`src/rtl/uart_rx_frame.sv`:
```
// Parametrised UART receiver: sync + 3-sample majority, false-start rejection, framing/break/
// overrun flags, valid/ready holding register. Optional parity bit via UART_RX_PARITY_EN.
module uart_rx_frame #(
  parameter int unsigned CLK_HZ      = 25_000_000,
  parameter int unsigned BAUD        = 9600,
  parameter int unsigned DATA_BITS   = 8,
  parameter int unsigned STOP_BITS   = 1,
  parameter int unsigned SYNC_STAGES = 2,
  parameter int unsigned PARITY_ODD  = 0
) (
  input  logic                 clk,
  input  logic                 rst,
  input  logic                 rx,
  output logic [DATA_BITS-1:0] m_data,
  output logic                 m_ferr,
  output logic                 m_perr,
  output logic                 m_brk,
  output logic                 m_valid,
  input  logic                 m_ready,
  output logic                 overrun,
  output logic                 busy
);

  localparam int unsigned DIV  = CLK_HZ / BAUD;
  localparam int unsigned HALF = DIV / 2;
  localparam int unsigned CntW = $clog2(DIV);
  localparam int unsigned IdxW = 4;

  localparam logic [CntW-1:0] CntLast = CntW'(DIV - 1);
  localparam logic [CntW-1:0] CntS0   = CntW'(HALF - 1);
  localparam logic [CntW-1:0] CntS1   = CntW'(HALF);
  localparam logic [CntW-1:0] CntDec  = CntW'(HALF + 1);
  localparam logic [IdxW-1:0] DataLast = IdxW'(DATA_BITS - 1);
  localparam logic [IdxW-1:0] StopLast = IdxW'(STOP_BITS - 1);

  localparam logic [2:0] StIdle   = 3'd0;
  localparam logic [2:0] StStart  = 3'd1;
  localparam logic [2:0] StData   = 3'd2;
  localparam logic [2:0] StStop   = 3'd3;
`ifdef UART_RX_PARITY_EN
  localparam logic [2:0] StParity = 3'd4;
  localparam logic       ParOdd   = (PARITY_ODD != 0);
`endif

  logic [SYNC_STAGES-1:0] sync_q;
  logic                   rxs, rxs_prev_q;
  logic [2:0]             state_q, state_d;
  logic [CntW-1:0]        cnt_q, cnt_d;
  logic [IdxW-1:0]        idx_q, idx_d;
  logic [1:0]             smp_q, smp_d;
  logic [DATA_BITS-1:0]   shreg_q, shreg_d;
  logic                   ferr_q, ferr_d, brk_q, brk_d, perr_q, perr_d;
  logic                   wrap, dec, bit_val, done;

  logic [DATA_BITS-1:0]   m_data_q;
  logic                   m_ferr_q, m_perr_q, m_brk_q, m_valid_q, overrun_q;

  assign rxs     = sync_q[SYNC_STAGES-1];
  assign wrap    = (cnt_q == CntLast);
  assign dec     = (state_q != StIdle) && (cnt_q == CntDec);
  assign bit_val = (smp_q[0] & smp_q[1]) | (smp_q[0] & rxs) | (smp_q[1] & rxs);

  always_comb begin
    state_d = state_q;
    cnt_d   = (state_q == StIdle || wrap) ? '0 : cnt_q + 1'b1;
    idx_d   = idx_q;
    smp_d   = smp_q;
    shreg_d = shreg_q;
    ferr_d  = ferr_q;
    brk_d   = brk_q;
    perr_d  = perr_q;
    done    = 1'b0;
    if (cnt_q == CntS0) smp_d[0] = rxs;
    if (cnt_q == CntS1) smp_d[1] = rxs;
    case (state_q)
      StIdle: begin
        if (rxs_prev_q && !rxs) begin
          state_d = StStart;
          cnt_d   = '0;
          idx_d   = '0;
          ferr_d  = 1'b0;
          brk_d   = 1'b0;
          perr_d  = 1'b0;
        end
      end
      StStart: begin
        if (dec && bit_val) begin
          state_d = StIdle;
          cnt_d   = '0;
        end else if (wrap) begin
          state_d = StData;
        end
      end
      StData: begin
        if (dec) shreg_d = {bit_val, shreg_q[DATA_BITS-1:1]};
        if (wrap) begin
          if (idx_q == DataLast) begin
            idx_d = '0;
`ifdef UART_RX_PARITY_EN
            state_d = StParity;
`else
            state_d = StStop;
`endif
          end else begin
            idx_d = idx_q + 1'b1;
          end
        end
      end
`ifdef UART_RX_PARITY_EN
      StParity: begin
        if (dec) perr_d = bit_val ^ (^shreg_q) ^ ParOdd;
        if (wrap) state_d = StStop;
      end
`endif
      StStop: begin
        if (dec) begin
          if (!bit_val) ferr_d = 1'b1;
          if (idx_q == '0) brk_d = (shreg_q == '0) && !bit_val;
          // Completion re-arms at mid stop bit so back-to-back frames are not missed.
          if (idx_q == StopLast) begin
            done    = 1'b1;
            state_d = StIdle;
            cnt_d   = '0;
          end
        end else if (wrap) begin
          idx_d = idx_q + 1'b1;
        end
      end
      default: state_d = StIdle;
    endcase
  end

  always_ff @(posedge clk) begin
    if (rst) begin
      sync_q     <= '1;
      rxs_prev_q <= 1'b1;
      state_q    <= StIdle;
      cnt_q      <= '0;
      idx_q      <= '0;
      smp_q      <= '0;
      shreg_q    <= '0;
      ferr_q     <= 1'b0;
      brk_q      <= 1'b0;
      perr_q     <= 1'b0;
    end else begin
      sync_q     <= {sync_q[SYNC_STAGES-2:0], rx};
      rxs_prev_q <= rxs;
      state_q    <= state_d;
      cnt_q      <= cnt_d;
      idx_q      <= idx_d;
      smp_q      <= smp_d;
      shreg_q    <= shreg_d;
      ferr_q     <= ferr_d;
      brk_q      <= brk_d;
      perr_q     <= perr_d;
    end
  end

  // Holding register: a completed frame is dropped (overrun) only if the slot stays occupied.
  always_ff @(posedge clk) begin
    if (rst) begin
      m_data_q  <= '0;
      m_ferr_q  <= 1'b0;
      m_perr_q  <= 1'b0;
      m_brk_q   <= 1'b0;
      m_valid_q <= 1'b0;
      overrun_q <= 1'b0;
    end else begin
      overrun_q <= 1'b0;
      if (done && (!m_valid_q || m_ready)) begin
        m_data_q  <= shreg_q;
        m_ferr_q  <= ferr_d;
        m_perr_q  <= perr_d;
        m_brk_q   <= brk_d;
        m_valid_q <= 1'b1;
      end else begin
        if (done) overrun_q <= 1'b1;
        if (m_valid_q && m_ready) m_valid_q <= 1'b0;
      end
    end
  end

  assign m_data  = m_data_q;
  assign m_ferr  = m_ferr_q;
  assign m_brk   = m_brk_q;
  assign m_valid = m_valid_q;
  assign overrun = overrun_q;
  assign busy    = (state_q != StIdle);

`ifdef UART_RX_PARITY_EN
  assign m_perr = m_perr_q;
`else
  logic unused_parity;
  assign unused_parity = m_perr_q ^ (PARITY_ODD != 0);
  assign m_perr        = 1'b0;
`endif

endmodule

```
`config.mk`:
```
export PLATFORM = sky130hd
export DESIGN_NAME = uart_rx_frame
export DESIGN_NICKNAME = d
export VERILOG_FILES = /design/src/rtl/uart_rx_frame.sv
export SDC_FILE = /design/constraint.sdc
export NUM_CORES = 1
export LEC_CHECK = 0
export ABC_CLOCK_PERIOD_IN_PS = 4900
export BUFFER_PORTS_ARGS = -buffer_cell sky130_fd_sc_hd__buf_2
export CAP_MARGIN = 40
export CORE_MARGIN = 2
export CORE_UTILIZATION = 35
export DETAILED_ROUTE_END_ITERATION = 16
export GPL_ROUTABILITY_DRIVEN = 0
export PLACE_DENSITY = 0.6
export SLEW_MARGIN = 20
export SYNTH_ARGS = -nofsm -noshare
export SYNTH_HDL_FRONTEND = slang
export SYNTH_SLANG_ARGS = --single-unit
```
`constraint.sdc`:
```
create_clock -name clk -period 4.9 [get_ports clk]
set_input_delay 0.98 -clock clk [delete_from_list [all_inputs] [get_ports clk]]
set_output_delay 0.98 -clock clk [all_outputs]
set_load 0.02 [all_outputs]
```
* Word-level counts from Yosys, hierarchy flattened *
Cells that the tools add are included.

storage, ports and cells
  logic and storage cells = 93
  flip-flop bits (word level) = 46
  RAM bits = 0
  latch bits = 0
  output and inout bits = 14
  memories = 0
  bits of input ports = 4
  ROM bits = 0

cells by class
  multiply operators = 0
  shift-type cells = 0
  $lt $le $gt $ge = 0
  $add $sub $neg = 2
  equal/unequal tests = 16
  reduce and logical (&&, ||, !) cells = 21
  bitwise logic cells = 5
  div/mod/pow operators = 0
  muxes and demuxes = 34

operators with widths
  operator                                                                  count
  12-bit two-way mux                                                        5
  12-bit by 11-bit equality test with 1-bit output (second input constant)  3
  12-bit case mux with 3 select lines                                       1
  3-bit two-way mux                                                         7
  4-bit two-way mux                                                         5
  12-bit by 1-bit adder with 12-bit output (second input constant)          1
  12-bit equality test (second input constant)                              1
  1-bit two-way mux                                                         12
  2-bit != test (second input constant)                                     6
  3-bit case mux with 4 select lines                                        1
  4-bit case mux with 3 select lines                                        1
  8-bit zero test                                                           1
  3-bit by 2-bit equality test with 1-bit output (second input constant)    2
  1-bit logical AND                                                         6
  6-bit AND reduction                                                       1
  3-bit nonzero test                                                        2
  5-bit AND reduction                                                       1
  4-bit by 1-bit adder with 4-bit output (second input constant)            1
  4-bit by 3-bit equality test with 1-bit output (second input constant)    1
  4-bit zero test                                                           1
  1-bit case mux with 2 select lines                                        2
  1-bit AND                                                                 3
  3-bit by 1-bit equality test with 1-bit output (second input constant)    1
  1-bit zero test                                                           3
  other kinds (8)                                                           10

* Depth between registers and ports, before layout *
  word-level depth = 8
  depth in mapped cells = 8

* Worst setup path before layout *
Ideal clock, no wire load.

  path type = flip-flop to flip-flop
  from = register state_q[0]
  to = register cnt_q[10]
  arrival time = 2149 ps
  cell stages (with the launch flop) = 9
  slack = 2637 ps
  setup time = 115 ps
  period minus slack after synthesis = 2263 ps
  cell sequence = dfxtp_1 > inv_1 > ha_1 > or4b_1 > or4_4 > and2_4 > o31ai_2 > buf_4 > nor2_1

on the way
  longest elaborated chain between the ends = 6

RTL lines
  what                                     RTL line  source
  start, declared                          47        logic [2:0] state_q, state_d;
  start signal, assigned                   137       state_q <= StIdle;
  start signal, assigned                   148       state_q <= state_d;
  3-bit zero test                          65, 75
  1-bit logical OR                         65        cnt_d = (state_q == StIdle || wrap) ? '0 : cnt_q + 1'b1;
  12-bit two-way mux                       65
  12-bit two-way mux                       120       if (idx_q == StopLast) begin
  12-bit two-way mux                       116       if (dec) begin
  12-bit case mux with 3 select lines (*)  75        case (state_q)
  end signal, assigned                     149       cnt_q <= cnt_d;
  end, declared                            48        logic [CntW-1:0] cnt_q, cnt_d;

Every way passes the cells marked *; elsewhere a longest branch is shown, timed or not.
A chain may end at the register's enable or synchronous reset.

* Final worst setup path *
  from = register state_q[0]
  to = register cnt_q[2]

The elaborated chain is that of the path after synthesis.

==> metrics.cfg <==
[final_layout]
post-route-util_pct=40.03
drive_gt1_share_pct=14.92
nets=260
fillers=594
antenna_cells=0
syn2layout_area_growth_pct=10.70

[power]
vdd_drop_max_v=0.0001665
p_sw_w=0.0001869
clkPwrFrac_pct=36.2
pwr-share-comb_pct=9.3
p_leak_nw=0.8620
p_sw_share_pct=27.10
p_per_area_nw_per_um2=292.7
seqPwrFrac_pct=54.5
intPower_w=0.0005027

[clock_network]
ctsResizeCount=0
root_buffer=clkbuf_8
cts_tree=built
cts_buffers=5
cts_setup_buffers=0
ctsHoldBuffers=0
clock_sinks=45
cts_max_path_buffers=2
insertion_delay_ns=0.31
htree_levels=2
clkTransAtPathRegs_ns=0.09

[routing]
num_vias=1584
wire_per_inst_um=12.26
first_pass_iters=4
drtAntennaViolNets=0
routed_wirelength_um=3961
drc=0
drtIter0Drc=86
avgViaCountPerCell=4.904

[timing]
period_minus_slack_ns=2.754
finalSetupTns_ns=0
rsz0062_at_grt=false
hold_violations=0
worst_pin_slew_ns=0.8072
period_share_pct=56.21
maxSlewViolCount=0
report.final.setup_viol=0
slew_headroom_pct=45.87
skew_ns=0.005850
max_freq_mhz=363.1
holdWs_ns=0.4097

[logic_synthesis]
synth_area_um2=2128
yosysWarningCount=0
synthFlopType=dfxtp_1
netlist_instances=233
ys_types=49
synthArstFlopShare_pct=0
synth_area_per_cell_um2=9.134
synth-edff-count=0
ys_seq_area_share_pct=42.33
ys_seq_elements=45
syn-num-nets=246

[placement]
hpwl_um=2861
port-buffer-count=16

[setup_path]
worst_setup_path_start_kind=flop
cp_slowest_cell=o31ai_2
crit_path_end_kind=flop
cp_max_fo=11
r2r_end=cnt_q[2]$_SDFF_PP0_
rrSetupSlack_ns=2.15
critPathArrivalTime_ns=2.92
max_stage_delay_ns=0.65
critPathLaunch=state_q[0]$_SDFFE_PP0P_
rr_startpoint=state_q[0]$_SDFFE_PP0P_
worstPathCellList=inv_1, ha_1, or4b_1, or4_4, and2_4, o31ai_2, nor2_1
critPathKind=flop to flop
r2r_cells=7
required_ns=5.06

[worst_hold_path]
whs_path_depth=1
hold_path.class=flop to flop
hp-start=sync_q[0]$_SDFF_PP1_
hold_path_end=sync_q[1]$_SDFF_PP1_

[floorplanning]
core_area_um2=5886
die_w_um=81.98
die-area_um2=6721
die_y_um=81.98
ios=18
initial_core_util_pct=36.16
row_count=28

[run_status]
run_status=completed

[grt]
antenna_found_initial=0
grt_pass1_wl_um=6879
grt_max_degree=33
grt_pass1_vias=1525
grt-ovfl-total=0
grt_usage_pct=13.19

[job]
drv_cap=0

area by class of cell:
cell class / count / area, µm² / area share (%)
Tap cell: 75 / 93.84 / 3.983
Timing Repair Buffer: 17 / 87.58 / 3.717
Inverter: 13 / 48.80 / 2.071
Clock buffer: 5 / 68.82 / 2.921
Sequential cell: 45 / 900.9 / 38.24
Multi-Input combinational cell: 165 / 1127 / 47.85
Clock inverter: 3 / 28.78 / 1.221
critical path, delay by kind of cell (launching register included):
kind	cells	cell delay [ns]
AO/OA/AOI/OAI	1	0.65
adder cells (fa/ha/maj)	1	0.25
buffers and inverters	1	0.09
flip-flops	1	0.41
AND/OR/NAND/NOR	4	1.21
cells in the final DEF (no fill, tap or decap), types with 2 or more instances in the layout:
master,n
nor2b_1,2
nor3_1,3
buf_2,16
a31oi_1,2
mux2i_1,19
nand4_1,7
nor2_1,41
dfxtp_1,45
inv_1,13
o21a_1,2
xnor2_1,7
a311oi_1,2
a211oi_1,2
nand2_1,10
nand4bb_1,2
and3_1,2
nor4_1,3
o21ai_0,2
and2_1,3
o31ai_1,3
clkbuf_8,5
o211ai_1,2
or2_2,5
xor2_1,5
inv_6,2
nand3_1,3
nand2b_1,2
a21oi_1,7
nor4bb_1,2
ha_1,9
power by group through the flow:
stage / Combinational, W / Sequential (W) / Clock, W
after floorplan: 0.0000493 / 0.000383 / 0
after detailed placement: 0.0000635 / 0.000384 / 0
after global placement: 0.0000640 / 0.000384 / 0
after CTS: 0.0000640 / 0.000376 / 0.000260
final: 0.0000641 / 0.000376 / 0.000250
after global routing: 0.0000716 / 0.000377 / 0.000272
through the flow:
| stage | std cells | cell area, µm² | setup slack (ns) | total power, W |
|---|---|---|---|---|
| finish | 323 | 2356 | 2.146 | 0.0006896 |
| global route | 323 | 2356 | 1.938 | 0.0007210 |
| CTS | 323 | 2356 | 2.118 | 0.0007000 |
| detailed placement | 315 | 2258 | 2.151 | 0.0004478 |
| global placement | 314 | 2251 | 2.185 | 0.0004482 |
| floorplan | 233 | 2128 | 2.637 | 0.0004326 |
per-layer routing:
layer	part of all wire (%)	GRT usage (%)	vias to the layer above
li1	-	-	825
met1	50	18.02	727
met2	45	19.92	25
met3	3.9	3.736	7
met4	1.4	4.500	0
met5	0	0	-
cell usage after synthesis (all sizes together) (2+ instances only):
library cell,number,area [µm²]
a211oi,2,15.01
a21oi,8,43.79
a311oi,2,17.52
a31oi,2,12.51
and2,4,27.53
and3,2,12.51
buf,5,36.28
clkbuf,5,20.01
dfxtp,45,900.9
ha,9,112.6
inv,13,48.80
mux2i,19,190.2
nand2,10,37.54
nand2b,2,12.51
nand3,3,15.01
nand4,7,43.79
nand4bb,2,22.52
nor2,42,160.2
nor2b,2,12.51
nor3,3,15.01
nor3b,2,15.01
nor4,3,18.77
nor4bb,2,20.02
o211ai,2,15.01
o21a,2,15.01
o21ai,2,10.01
o31ai,4,35.03
or2,5,31.28
xnor2,7,61.31
xor2,5,43.79
how the worst max path moves through the flow:
stage / end / slack [ns] / depth (start not counted)
2_1_floorplan: cnt_q[10]$_SDFF_PP0_ / 2.64 / 8
3_3_place_gp: cnt_q[11]$_SDFF_PP0_ / 2.19 / 7
3_5_place_dp: cnt_q[8]$_SDFF_PP0_ / 2.15 / 7
4_1_cts: cnt_q[2]$_SDFF_PP0_ / 2.12 / 7
5_1_grt: cnt_q[5]$_SDFF_PP0_ / 1.94 / 7
6_report: cnt_q[2]$_SDFF_PP0_ / 2.15 / 7
cell families (layout without fill, tap and decap cells):
group | after synthesis | in the layout | synth area share [%]
AND/OR/NAND/NOR | 96 | 96 | 23.93
flip-flops | 45 | 45 | 42.33
AO/OA/AOI/OAI | 27 | 27 | 8.994
buffers and inverters | 23 | 38 | 4.938
multiplexers | 19 | 19 | 8.936
XOR/XNOR | 12 | 12 | 4.938
adder cells (fa/ha/maj) | 10 | 10 | 5.761
other | 1 | 1 | 0.1762
flip-flops by register name, indices dropped and copies added, names as in the netlist, 2 cells and up:
name and cells:
sync_q 2, idx_q 4, m_data 8, smp_q 2
shreg_q 8, cnt_q 12, state_q 2
(Power assumes the default switching activity.)
